`src/rtl/alu_pkg.sv`:
```
// Shared widths, FSM state type and word packing for the ALU result UART.
// Imported by the result FIFO and the transmitter top.
package alu_pkg;

  localparam int OP_W       = 2;
  localparam int R_W        = 7;
  localparam int WORD_W     = 10;
  localparam int FRAME_BITS = 12;

  typedef enum logic [1:0] {
    IDLE,
    START,
    DATA,
    STOP
  } tx_state_e;

  // w[6:0]=R, w[8:7]=OP, w[9]=flag
  function automatic logic [WORD_W-1:0] pack_word(
    input logic            flag,
    input logic [OP_W-1:0] op,
    input logic [R_W-1:0]  r
  );
    return {flag, op, r};
  endfunction

endpackage

```
`src/rtl/result_fifo.sv`:
```
// Small circular FIFO holding captured ALU result words.
// Ports: clk, rst (async high), push/wdata, pop/rdata (head), count, full, empty.
module result_fifo
  import alu_pkg::*;
#(
  parameter int DEPTH = 8,
  parameter int WIDTH = WORD_W
) (
  input  logic                    clk,
  input  logic                    rst,
  input  logic                    push,
  input  logic [WIDTH-1:0]        wdata,
  input  logic                    pop,
  output logic [WIDTH-1:0]        rdata,
  output logic [$clog2(DEPTH):0]  count,
  output logic                    full,
  output logic                    empty
);

  localparam int AW = $clog2(DEPTH);
  localparam int CW = AW + 1;

  logic [WIDTH-1:0] mem_q [DEPTH];
  logic [WIDTH-1:0] mem_d [DEPTH];
  logic [AW-1:0]    wr_ptr_q, wr_ptr_d;
  logic [AW-1:0]    rd_ptr_q, rd_ptr_d;
  logic [CW-1:0]    count_q, count_d;
  logic             do_push;
  logic             do_pop;

  assign full  = (count_q == CW'(DEPTH));
  assign empty = (count_q == '0);
  assign count = count_q;
  assign rdata = mem_q[rd_ptr_q];

  // A pop frees the slot this cycle, so a full FIFO still takes the write.
  assign do_pop  = pop && !empty;
  assign do_push = push && (!full || do_pop);

  always_comb begin
    mem_d    = mem_q;
    wr_ptr_d = wr_ptr_q;
    rd_ptr_d = rd_ptr_q;
    count_d  = count_q;
    if (do_push) begin
      mem_d[wr_ptr_q] = wdata;
      wr_ptr_d        = wr_ptr_q + 1'b1;
    end
    if (do_pop) begin
      rd_ptr_d = rd_ptr_q + 1'b1;
    end
    unique case ({do_push, do_pop})
      2'b10:   count_d = count_q + 1'b1;
      2'b01:   count_d = count_q - 1'b1;
      default: count_d = count_q;
    endcase
  end

  always_ff @(posedge clk or posedge rst) begin
    if (rst) begin
      for (int i = 0; i < DEPTH; i++) begin
        mem_q[i] <= '0;
      end
      wr_ptr_q <= '0;
      rd_ptr_q <= '0;
      count_q  <= '0;
    end else begin
      mem_q    <= mem_d;
      wr_ptr_q <= wr_ptr_d;
      rd_ptr_q <= rd_ptr_d;
      count_q  <= count_d;
    end
  end

endmodule

```
`src/rtl/alu_result_uart_tx.sv`:
```
// Captures {flag, OP, R} on res_valid, buffers it and sends it as a serial frame.
// Ports: clk, rst (async high), res_valid/R/OP/flag in; tx, busy, fifo_count, overflow out.
module alu_result_uart_tx
  import alu_pkg::*;
#(
  parameter int DEPTH    = 8,
  parameter int BAUD_DIV = 4
) (
  input  logic                   clk,
  input  logic                   rst,
  input  logic                   res_valid,
  input  logic [R_W-1:0]         R,
  input  logic [OP_W-1:0]        OP,
  input  logic                   flag,
  output logic                   tx,
  output logic                   busy,
  output logic [$clog2(DEPTH):0] fifo_count,
  output logic                   overflow
);

  localparam int BW   = (BAUD_DIV > 1) ? $clog2(BAUD_DIV) : 1;
  localparam int BITW = $clog2(FRAME_BITS);

  tx_state_e         state_q, state_d;
  logic [BW-1:0]     baud_q, baud_d;
  logic [BITW-1:0]   bit_q, bit_d;
  logic [WORD_W-1:0] shift_q, shift_d;
  logic              tx_q, tx_d;
  logic              busy_q, busy_d;
  logic              ovf_q, ovf_d;

  logic              baud_wrap;
  logic              last_bit;
  logic              pop;
  logic              fifo_full;
  logic              fifo_empty;
  logic [WORD_W-1:0] head;
  logic [WORD_W-1:0] word;

  assign word = pack_word(flag, OP, R);

  result_fifo #(
    .DEPTH (DEPTH),
    .WIDTH (WORD_W)
  ) u_fifo (
    .clk   (clk),
    .rst   (rst),
    .push  (res_valid),
    .wdata (word),
    .pop   (pop),
    .rdata (head),
    .count (fifo_count),
    .full  (fifo_full),
    .empty (fifo_empty)
  );

  assign baud_wrap = (baud_q == BW'(BAUD_DIV - 1));
  assign last_bit  = (bit_q == BITW'(WORD_W - 1));

  always_ff @(posedge clk or posedge rst) begin
    if (rst) begin
      state_q <= IDLE;
    end else begin
      state_q <= state_d;
    end
  end

  always_comb begin
    state_d = state_q;
    unique case (state_q)
      IDLE:    if (!fifo_empty) state_d = START;
      START:   if (baud_wrap) state_d = DATA;
      DATA:    if (baud_wrap && last_bit) state_d = STOP;
      STOP:    if (baud_wrap) state_d = fifo_empty ? IDLE : START;
      default: state_d = IDLE;
    endcase
  end

  // tx/busy are registered from the current state, so the line
  // lags the state register by one cycle.
  always_comb begin
    pop    = 1'b0;
    tx_d   = 1'b1;
    busy_d = 1'b1;
    unique case (state_q)
      IDLE: begin
        busy_d = 1'b0;
        pop    = !fifo_empty;
      end
      START:   tx_d = 1'b0;
      DATA:    tx_d = shift_q[0];
      STOP:    pop  = baud_wrap && !fifo_empty;
      default: busy_d = 1'b0;
    endcase
  end

  always_comb begin
    baud_d  = baud_q;
    bit_d   = bit_q;
    shift_d = shift_q;
    ovf_d   = ovf_q;
    if (state_q == IDLE || baud_wrap) begin
      baud_d = '0;
    end else begin
      baud_d = baud_q + 1'b1;
    end
    unique case (1'b1)
      pop: begin
        shift_d = head;
        bit_d   = '0;
      end
      (state_q == DATA && baud_wrap): begin
        shift_d = shift_q >> 1;
        bit_d   = last_bit ? '0 : bit_q + 1'b1;
      end
      default: ;
    endcase
    // Dropped only when full and nothing leaves this cycle.
    if (res_valid && fifo_full && !pop) begin
      ovf_d = 1'b1;
    end
  end

  always_ff @(posedge clk or posedge rst) begin
    if (rst) begin
      baud_q  <= '0;
      bit_q   <= '0;
      shift_q <= '0;
      tx_q    <= 1'b1;
      busy_q  <= 1'b0;
      ovf_q   <= 1'b0;
    end else begin
      baud_q  <= baud_d;
      bit_q   <= bit_d;
      shift_q <= shift_d;
      tx_q    <= tx_d;
      busy_q  <= busy_d;
      ovf_q   <= ovf_d;
    end
  end

  assign tx       = tx_q;
  assign busy     = busy_q;
  assign overflow = ovf_q;

endmodule

```
`config.mk`:
```
export PLATFORM = sky130hd
export DESIGN_NAME = alu_result_uart_tx
export DESIGN_NICKNAME = d
export VERILOG_FILES = /design/src/rtl/alu_pkg.sv /design/src/rtl/result_fifo.sv /design/src/rtl/alu_result_uart_tx.sv
export SDC_FILE = /design/constraint.sdc
export NUM_CORES = 1
export LEC_CHECK = 0
export ABC_AREA = 0
export BUFFER_PORTS_ARGS = -buffer_cell sky130_fd_sc_hd__buf_4
export CAP_MARGIN = 40
export CORE_MARGIN = 2
export CORE_UTILIZATION = 43
export CTS_CLUSTER_SIZE = 24
export DETAILED_ROUTE_END_ITERATION = 12
export PLACE_DENSITY = 0.66
export SLEW_MARGIN = 25
export SYNTH_ARGS = -nofsm -noshare
export SYNTH_HDL_FRONTEND = slang
export SYNTH_SLANG_ARGS = --single-unit
```
`constraint.sdc`:
```
create_clock -name clk -period 3.5 [get_ports clk]
set_input_delay 0.525 -clock clk [delete_from_list [all_inputs] [get_ports clk]]
set_output_delay 0.525 -clock clk [all_outputs]
set_load 0.01 [all_outputs]
```
==> results_dict.tcl <==
set metrics [dict create \
    ant_nets 0 \
    wl_per_cell_microns 18.9 \
    cts-root-buf "clkbuf_16" \
    startpoint_type "flip-flop" \
    die_w_microns 114 \
    clkTransAtPathRegs_ps 70 \
    grt_pass1_vias 3273 \
    clock_path_buffers 2 \
    h-tree-depth 3 \
    required_ps 3730 \
    cp.arrival_ps 2960 \
    ys_ff_latch 111 \
    dieArea_sq_um 13000 \
    drtIter0Drc 163 \
    tns_ps 0 \
    core_sq_um 11900 \
    netlist-cell-type-count 44 \
    drive_above_1_share_pct 39.8 \
    vias 3050 \
    dp_hpwl_microns 6520 \
    row_count 40 \
    hp-class "in2async" \
    end_kind "flip-flop" \
    maxSlewViolCount 0 \
    grt_overflow 0 \
    async_flop_share_pct 100 \
    antenna_found_initial 0 \
    ys_top_cells_by_count "dfrtp_1, mux2_2, o21ai_0" \
    cts_resized 0 \
    status "finished clean" \
    syn_area_sq_um 5200 \
    synth_area_leaders "dfrtp_1, mux2_2, mux4_2" \
    grt_first_pass_wirelength_microns 17300 \
    yosysTopAreaCell "dfrtp_1" \
    initial_utilization_pct 43.7 \
    antenna_cells 0 \
    fillCellCount 1022 \
    worstRegToRegCells 11 \
    finalSetupViolations 0 \
    maxCapViolCount 0 \
    layout_worst_path_cycle_share_pct 77.9 \
    cts_hold_buffers 0 \
    rsz0062_at_grt "false" \
    synthFlopType "dfrtp_1" \
    chipHeight_microns 114 \
    cp_max_fo 5 \
    fin_nets 418 \
    hold_ws_ps 162 \
    grt.total_usage_pct 17.4 \
    port_buffers 19 \
    p_leak_nw 2.51 \
    final_area_sq_um 5870 \
    finalClockSkew_ps 5.20 \
    critPathLaunch "state_q[0]" \
    synth_area_per_cell_sq_um 14.1 \
    relSlewSlack_pct 50.2 \
    syn_inst 369 \
    grt_max_degree 68 \
    drtPass1Iterations 4 \
    syn_nets 395 \
    synth_top_area_share_pct 52.9 \
    worstMarginPinSlew_ps 744 \
    yosysWarnings 0 \
    place_congestion 0.746 \
    clkSinkCount 111 \
    hold_viol 0 \
    syn_to_final_growth_pct 12.8 \
    period_needed_ps 2730 \
    timing.rr.start "state_q[0]" \
    cts_setup_buffers 0 \
    p_per_area_nw_per_um2 955 \
    vias_per_cell 5.61 \
    peakVddDrop_uv 504 \
    drt_wl_total_microns 10300 \
    ys_seq_area_share_pct 53.4 \
    max_clock_freq_ghz 0.367 \
    place_area_sq_um 5550 \
    synth_most_common_cell "dfrtp_1" \
    path_class "reg2reg" \
    insertion_delay_ps 350 \
    cts_buffers 9 \
    cts_tree "yes" \
    drc 0 \
    io_pins 20 \
    synth_edf_count 0 \
]
==> sequential cells by signal, summed over array words and instances, names as in the netlist <==
| signal | cells |
|---|---|
| u_fifo.mem_q | 80 |
| bit_q | 4 |
| overflow | 1 |
| state_q | 2 |
| shift_q | 10 |
| u_fifo.rd_ptr_q | 3 |
| u_fifo.count | 4 |
| u_fifo.wr_ptr_q | 3 |
| tx | 1 |
| baud_q | 2 |
| busy | 1 |
==> critical path, cell delays in order (launching register included) <==
cell	delay (ps)
dfrtp_1	380
inv_1	110
ha_1	370
o211ai_1	360
nand2_1	210
ha_1	300
xor2_1	160
ha_1	180
a21oi_1	150
xor2_1	180
nor2_1	60
xor2_1	140
==> path summary, 6_finish.rpt <==
kind | end | slack (ps)
min in group clk | overflow | 430
min | u_fifo.wr_ptr_q[1] | 160
max | u_fifo.count[2] | 770
min reg2reg | baud_q[0] | 450
max reg2reg | u_fifo.count[2] | 770
max in group asynchronous | tx | 2750
==> power breakdown <==
part / switching [mW] / internal (mW) / total (mW)
clock network: 0.467 / 0.579 / 1.05
logic: 0.929 / 1.28 / 2.21
registers: 0.416 / 1.93 / 2.35
total: 1.81 / 3.79 / 5.60
==> logic make-up after synthesis <==
| kind of cell | count (synthesis) | share of synthesized area [%] |
|---|---|---|
| simple gates | 57 | 6.13 |
| compound gates | 48 | 5.97 |
| fa+ha+maj | 13 | 3.13 |
| mux | 104 | 27.5 |
| flops | 111 | 53.4 |
| buf+inv | 27 | 2.31 |
| xor+xnor | 9 | 1.52 |
==> layout make-up <==
class                   count  area [sq um]  share of cell area [%]
flip-flops and latches    111          2780                    47.4
multi-input cells         231          2310                    39.4
repair buffers             31           258                    4.39
clock buffers              12           246                    4.20
well taps                 147           184                    3.13
clock inverters             4          53.8                   0.917
inverters                   8          32.5                   0.554
==> cells in the final DEF, fill, tap and decap left out, types with 10 or more instances in the layout <==
master,Yosys,layout
ha_1,13,13
o21ai_0,24,24
mux2_2,72,72
mux2_4,10,10
mux4_2,20,20
nand2_1,21,21
buf_4,0,29
dfrtp_1,110,110
==> routing by layer <==
layer / global-route usage, % / wire (microns) / up-vias
li1: - / - / 1395
met1: 22.8 / 4660 / 1600
met2: 29.4 / 5190 / 43
met3: 3.67 / 279 / 12
met4: 4.96 / 166 / 0
met5: 0 / 0 / -
==> metrics by stage <==
stage | setup slack [ps] | utilization [%] | instances | total power, mW
floorplan | 46.0 | - | 369 | 4.00
global placement | 904 | 46.6 | 527 | 4.49
detailed placement | 784 | 46.6 | 527 | 4.60
CTS | 767 | 49.1 | 543 | 5.66
global route | 595 | 49.3 | 544 | 6.00
finish | 773 | 49.3 | 544 | 5.60
(Power assumes the default switching activity.)
